$ cat config.mk
export PLATFORM = sky130hd
export DESIGN_NAME = lcd_timing
export DESIGN_NICKNAME = d
export VERILOG_FILES = /design/src/rtl/lcd_timing.sv
export SDC_FILE = /design/constraint.sdc
export NUM_CORES = 1
export LEC_CHECK = 0
export ABC_AREA = 1
export CAP_MARGIN = 30
export CELL_PAD_IN_SITES_DETAIL_PLACEMENT = 0
export CELL_PAD_IN_SITES_GLOBAL_PLACEMENT = 2
export CORE_MARGIN = 1.5
export CORE_UTILIZATION = 25
export DETAILED_ROUTE_END_ITERATION = 6
export PLACE_DENSITY = 0.79
export SLEW_MARGIN = 5
export SYNTH_ARGS = -nofsm -noshare
export SYNTH_HDL_FRONTEND = slang
export SYNTH_SLANG_ARGS = --single-unit
$ cat constraint.sdc
create_clock -name clock -period 1.5 [get_ports clock]
set_input_delay 0.375 -clock clock [delete_from_list [all_inputs] [get_ports clock]]
set_output_delay 0.375 -clock clock [all_outputs]
set_load 0.005 [all_outputs]
$ cat src/rtl/lcd_timing.sv
// ---------------------------------------------------------------------------
// lcd_timing
//   Raster timing generator and pixel-fetch sequencer for the badge LCD.
//   Free-running horizontal/vertical counters walk the active, front-porch,
//   sync and back-porch intervals. Fetch requests are issued for the pixel
//   under the counters. The region flags travel down a LATENCY-deep delay
//   line so that DE/sync reach the panel in step with the fetched colour.
//
// Ports
//   clock        in   pixel clock
//   reset        in   synchronous, active-high
//   req_valid    out  fetch request (active region only)
//   req_x/req_y  out  pixel coordinate being requested (h, v)
//   line_start   out  one-clock pulse at h=0 of every visible line
//   frame_start  out  one-clock pulse at h=0, v=0
//   rgb_in       in   RGB565 pixel, valid LATENCY clocks after its request
//   lcd_de       out  panel data enable
//   lcd_hsync    out  panel hsync (HS_POL level while asserted)
//   lcd_vsync    out  panel vsync (VS_POL level while asserted)
//   lcd_rgb      out  panel pixel, forced to 0 outside DE
// ---------------------------------------------------------------------------
module lcd_timing #(
  parameter int unsigned H_ACTIVE = 640,
  parameter int unsigned H_FP     = 16,
  parameter int unsigned H_SYNC   = 96,
  parameter int unsigned H_BP     = 48,
  parameter int unsigned V_ACTIVE = 480,
  parameter int unsigned V_FP     = 10,
  parameter int unsigned V_SYNC   = 2,
  parameter int unsigned V_BP     = 33,
  parameter logic        HS_POL   = 1'b0,
  parameter logic        VS_POL   = 1'b0,
  parameter int unsigned LATENCY  = 2,
  parameter int unsigned X_W      = 10,
  parameter int unsigned Y_W      = 10
) (
  input  logic           clock,
  input  logic           reset,
  output logic           req_valid,
  output logic [X_W-1:0] req_x,
  output logic [Y_W-1:0] req_y,
  output logic           line_start,
  output logic           frame_start,
  input  logic [15:0]    rgb_in,
  output logic           lcd_de,
  output logic           lcd_hsync,
  output logic           lcd_vsync,
  output logic [15:0]    lcd_rgb
);

  localparam int unsigned H_TOTAL = H_ACTIVE + H_FP + H_SYNC + H_BP;
  localparam int unsigned V_TOTAL = V_ACTIVE + V_FP + V_SYNC + V_BP;

  // Sized interval bounds so every compare is between equal widths.
  localparam logic [X_W-1:0] H_LAST    = X_W'(H_TOTAL - 1);
  localparam logic [X_W-1:0] H_ACT_END = X_W'(H_ACTIVE);
  localparam logic [X_W-1:0] HS_BEGIN  = X_W'(H_ACTIVE + H_FP);
  localparam logic [X_W-1:0] HS_END    = X_W'(H_ACTIVE + H_FP + H_SYNC);
  localparam logic [Y_W-1:0] V_LAST    = Y_W'(V_TOTAL - 1);
  localparam logic [Y_W-1:0] V_ACT_END = Y_W'(V_ACTIVE);
  localparam logic [Y_W-1:0] VS_BEGIN  = Y_W'(V_ACTIVE + V_FP);
  localparam logic [Y_W-1:0] VS_END    = Y_W'(V_ACTIVE + V_FP + V_SYNC);

  typedef struct packed {
    logic act;
    logic hs;
    logic vs;
  } region_t;

  // Element 0 is the youngest entry, element LATENCY-1 the oldest.
  typedef region_t [LATENCY-1:0] pipe_t;

  logic [X_W-1:0] h_q, h_d;
  logic [Y_W-1:0] v_q, v_d;
  region_t        region;
  region_t        dly;
  pipe_t          pipe_q, pipe_d;
  logic           lcd_de_q, lcd_de_d;
  logic           lcd_hsync_q, lcd_hsync_d;
  logic           lcd_vsync_q, lcd_vsync_d;
  logic [15:0]    lcd_rgb_q, lcd_rgb_d;

  // Raster counters: v advances only on the clock where h wraps.
  always_comb begin
    // NOTE: every always_comb output gets a default first so that no path
    // leaves it unassigned, which would otherwise infer a latch.
    h_d = h_q + X_W'(1);
    v_d = v_q;
    if (h_q == H_LAST) begin
      h_d = '0;
      v_d = (v_q == V_LAST) ? '0 : v_q + Y_W'(1);
    end
  end

  // Region decode on the registered counters. vsync spans whole lines, so
  // its edges fall on h=0 automatically.
  always_comb begin
    region     = '0;
    region.act = (h_q < H_ACT_END) && (v_q < V_ACT_END);
    region.hs  = (h_q >= HS_BEGIN) && (h_q < HS_END);
    region.vs  = (v_q >= VS_BEGIN) && (v_q < VS_END);
  end

  // Request side is combinational from the counters; while reset is held the
  // coordinate reads as (0,0) and the strobes are suppressed.
  always_comb begin
    req_valid   = region.act && !reset;
    req_x       = reset ? '0 : h_q;
    req_y       = reset ? '0 : v_q;
    line_start  = !reset && (h_q == '0) && (v_q < V_ACT_END);
    frame_start = !reset && (h_q == '0) && (v_q == '0);
  end

  // Delay line: shift the new region in at the bottom; the cast drops the
  // oldest entry, which also keeps LATENCY=1 legal.
  always_comb begin
    pipe_d = pipe_t'({pipe_q, region});
    dly    = pipe_q[LATENCY-1];
  end

  // Output stage: one more register after the delay line, so a request at
  // cycle t appears on the panel at t+LATENCY+1 with rgb_in from t+LATENCY.
  always_comb begin
    lcd_de_d    = dly.act;
    lcd_hsync_d = dly.hs ? HS_POL : ~HS_POL;
    lcd_vsync_d = dly.vs ? VS_POL : ~VS_POL;
    lcd_rgb_d   = dly.act ? rgb_in : 16'h0000;
  end

  // NOTE: sequential state is written with non-blocking assignments only, so
  // every flop samples the pre-edge value of every other flop.
  always_ff @(posedge clock) begin
    if (reset) begin
      h_q         <= '0;
      v_q         <= '0;
      // NOTE: the delay line is reset on purpose even though it is pure
      // pipeline; otherwise a mid-frame reset would leak stale DE/sync.
      pipe_q      <= '0;
      lcd_de_q    <= 1'b0;
      lcd_hsync_q <= ~HS_POL;
      lcd_vsync_q <= ~VS_POL;
      lcd_rgb_q   <= 16'h0000;
    end else begin
      h_q         <= h_d;
      v_q         <= v_d;
      pipe_q      <= pipe_d;
      lcd_de_q    <= lcd_de_d;
      lcd_hsync_q <= lcd_hsync_d;
      lcd_vsync_q <= lcd_vsync_d;
      lcd_rgb_q   <= lcd_rgb_d;
    end
  end

  assign lcd_de    = lcd_de_q;
  assign lcd_hsync = lcd_hsync_q;
  assign lcd_vsync = lcd_vsync_q;
  assign lcd_rgb   = lcd_rgb_q;

endmodule

==> metrics.cfg, run 1 <==
[sta]
hold_viol=0
period_share_pct=124
skew_ns=0.00623
slew_viol_final=0
layout_setup_ws_ns=-0.360
setup_tns_ns=-0.875
rsz0062_at_grt=yes
max_freq_ghz=0.538
finalSetupViolations=3
period_minus_slack_ns=1.86
slew_headroom_pct=79.3
tightestPinTransition_ns=0.309

[synthesis]
synthCells=277
yosysTopAreaCell=dfxtp_1
ys_ff_latch=45
ys_warn_count=0
synth.net_count=300
syn_area_sq_um=2040
synth_area_leaders=dfxtp_1 44%, nor2_1 12%, inv_1 8.5%, nand2_1 8.3%, nand3_1 3.7%
syn_avg_cell_area_sq_um=7.37
synth.distinct_cells=28
synth_top_area_share_pct=44.1
yosysSeqAreaShare_pct=44.1

[cells_and_area]
layout.nets=431
multi_input_area_sq_um=1040
drive_above_1_share_pct=42.1
register_area_sq_um=926
area_delta_synth_final_pct=71.7
nFillCells=808
fin_area_sq_um=3500
n_antenna_cell=0

[worst_setup_path]
worstPathMaxFanout=2
r2r_setup_slack_ns=0.06
arrival_ns=1.48
crit_type=reg -> out
start_kind=flop
critical_path_required_ns=1.12
worstSetupEndpointType=output port

[run_status]
violations=negative setup slack
status=finished with violations

[floorplan]
core-area_sq_um=7810
row_count=32
dieArea_sq_um=8710
dieHeight_um=93.4
num_io_pins=60
die_w_um=93.4
initial_utilization_pct=26.1

[global_route]
antenna_found_initial=0
grt.overflow.total=0
grt_max_degree=18
globalRouteTotalUtil_pct=13.0
grt_pass1_vias=1900
grt_pass1_wl_mm=8.87

[pwr]
total_power_mw=2.30
intPower_mw=1.72
switching_share_pct=25.1
power_frac_comb_pct=12.5
clkPwrFrac_pct=34.2
p_sw_uw=576
powerDensity_nw_per_um2=655
power_leakage_nw=1.79
power.share.sequential_pct=53.3
vdd_ir_drop_max_mv=0.298

[detailed_routing]
wirelength_mm=5.66
viasPerCell=4.05
ant_nets=0
via_count=2070
drt_iter0_drc=71
drc=0
first_pass_iters=4
wl_per_cell_um=11.1

[clock_network]
clkLatencyLatePin_ns=0.30
cts_max_level=2
ctsHoldBuffers=0
clkTransAtPathRegs_ns=0.09
max-clock-path-buffers=2
cts_buffers=5
clock_sinks=45
cts_tree=built
root_buffer=clkbuf_8

[placed_design]
dp_slack_ns=-0.796
gp_congestion=0.816
io_buffers=59
dpl.hpwl_mm=3.88
place_area_sq_um=3130

[run]
drv_cap=0

[hold_path]
hold_class=reg -> reg

==> state kept, by name, summed over array words and instances, names as in the netlist <==
register,flops
dly,2
h_q,10
lcd_de,1
lcd_de_d,1
lcd_hsync,1
lcd_rgb,16
lcd_vsync,1
pipe_d,3
v_q,10
==> logic make-up (layout without fill, tap and decap cells) <==
group           after synthesis  count (layout)  synth area share [%]
xor+xnor                      3               3                  1.29
buf+inv                      55             186                  11.2
fa+ha+maj                     5               5                  3.07
simple gates                156             157                  36.1
flops                        45              45                  44.1
compound gates               13              13                  4.29
==> through the flow <==
stage	hold WS (ns)	utilization, %	instances
5_1_grt	0.396	44.9	511
3_3_place_gp	0.356	40.1	484
3_5_place_dp	0.356	40.1	484
2_1_floorplan	0.352	-	277
6_report	0.381	44.9	511
4_1_cts	0.382	43.2	500
==> power groups by stage <==
stage | Sequential, mW | Clock, mW | Combinational (mW)
after floorplan | 1.26 | 0 | 0.0806
after global placement | 1.25 | 0 | 0.222
after detailed placement | 1.25 | 0 | 0.222
after CTS | 1.22 | 0.838 | 0.268
after global routing | 1.23 | 0.881 | 0.316
final | 1.22 | 0.786 | 0.287
==> path summary, 6_finish.rpt <==
kind,startpoint,endpoint,cells after the start
worst max-delay path,h_q[1]$_SDFF_PP0_,frame_start,8
worst min-delay path,dly[1]$_SDFF_PP0_,lcd_hsync$_SDFF_PP1_,1
worst max register to register,h_q[7]$_SDFF_PP0_,h_q[8]$_SDFF_PP0_,10
worst min register to register,dly[1]$_SDFF_PP0_,lcd_hsync$_SDFF_PP1_,1
==> synth_stat cells (all sizes together) <==
master,count
xor2,2
buf,1
inv,49
nor2,74
xnor2,1
nor3b,1
clkbuf,4
dfxtp,45
clkinv,1
nor3,13
nand2,50
ha,5
nand3,16
a21oi,8
o2111ai,1
nand4,2
o21ai,4
==> cell usage in the layout (no fill, tap or decap), types with 12 or more instances in the layout <==
| cell | count |
|---|---|
| buf_2 | 14 |
| buf_4 | 56 |
| clkdlybuf4s50_1 | 16 |
| dfxtp_1 | 25 |
| dfxtp_2 | 20 |
| dlygate4sd2_1 | 12 |
| inv_1 | 40 |
| nand2_1 | 42 |
| nand3_1 | 14 |
| nor2_1 | 56 |
| nor2_2 | 13 |
==> area by class of cell <==
| cell class | instances | area share (%) |
|---|---|---|
| multi-input cells | 178 | 29.7 |
| repair buffers | 128 | 32.0 |
| flip-flops and latches | 45 | 26.4 |
| clock inverters | 3 | 0.714 |
| well taps | 102 | 3.64 |
| clock buffers | 5 | 1.96 |
| inverters | 50 | 5.57 |
==> worst max-delay path: stages (launching register included) <==
cell and delay (ns):
dfxtp_2 0.33, inv_2 0.07, ha_4 0.13, nand2_2 0.05
nor3_2 0.11, nand3_1 0.10, buf_4 0.16, nor3_4 0.11
buf_2 0.13
==> per-layer routing <==
metal,GRT usage [%],share of wire [%]
met5,0,0
met4,4.17,0.85
met3,2.85,5.1
met2,20.2,43
met1,17.8,51
==> repair_timing <==
item,CTS,global route
pin swaps,10,9
buffers inserted,8,9
resized for setup,132,38
hold endpoints to repair,0,0
endpoints found under the setup margin,60,44
cloned,1,2
No activity file was read; power rests on OpenSTA's default activity.
==> run 2, diff against run 1 <==
--- a/config.mk
+++ b/config.mk
@@ -6,7 +6,6 @@
 export NUM_CORES = 1
 export LEC_CHECK = 0
 export ABC_AREA = 1
-export CAP_MARGIN = 30
 export CELL_PAD_IN_SITES_DETAIL_PLACEMENT = 0
 export CELL_PAD_IN_SITES_GLOBAL_PLACEMENT = 2
 export CORE_MARGIN = 1.5
==> results of run 2 <==
Same layout as run 1: the final DEF is identical, and so are final timing and power.
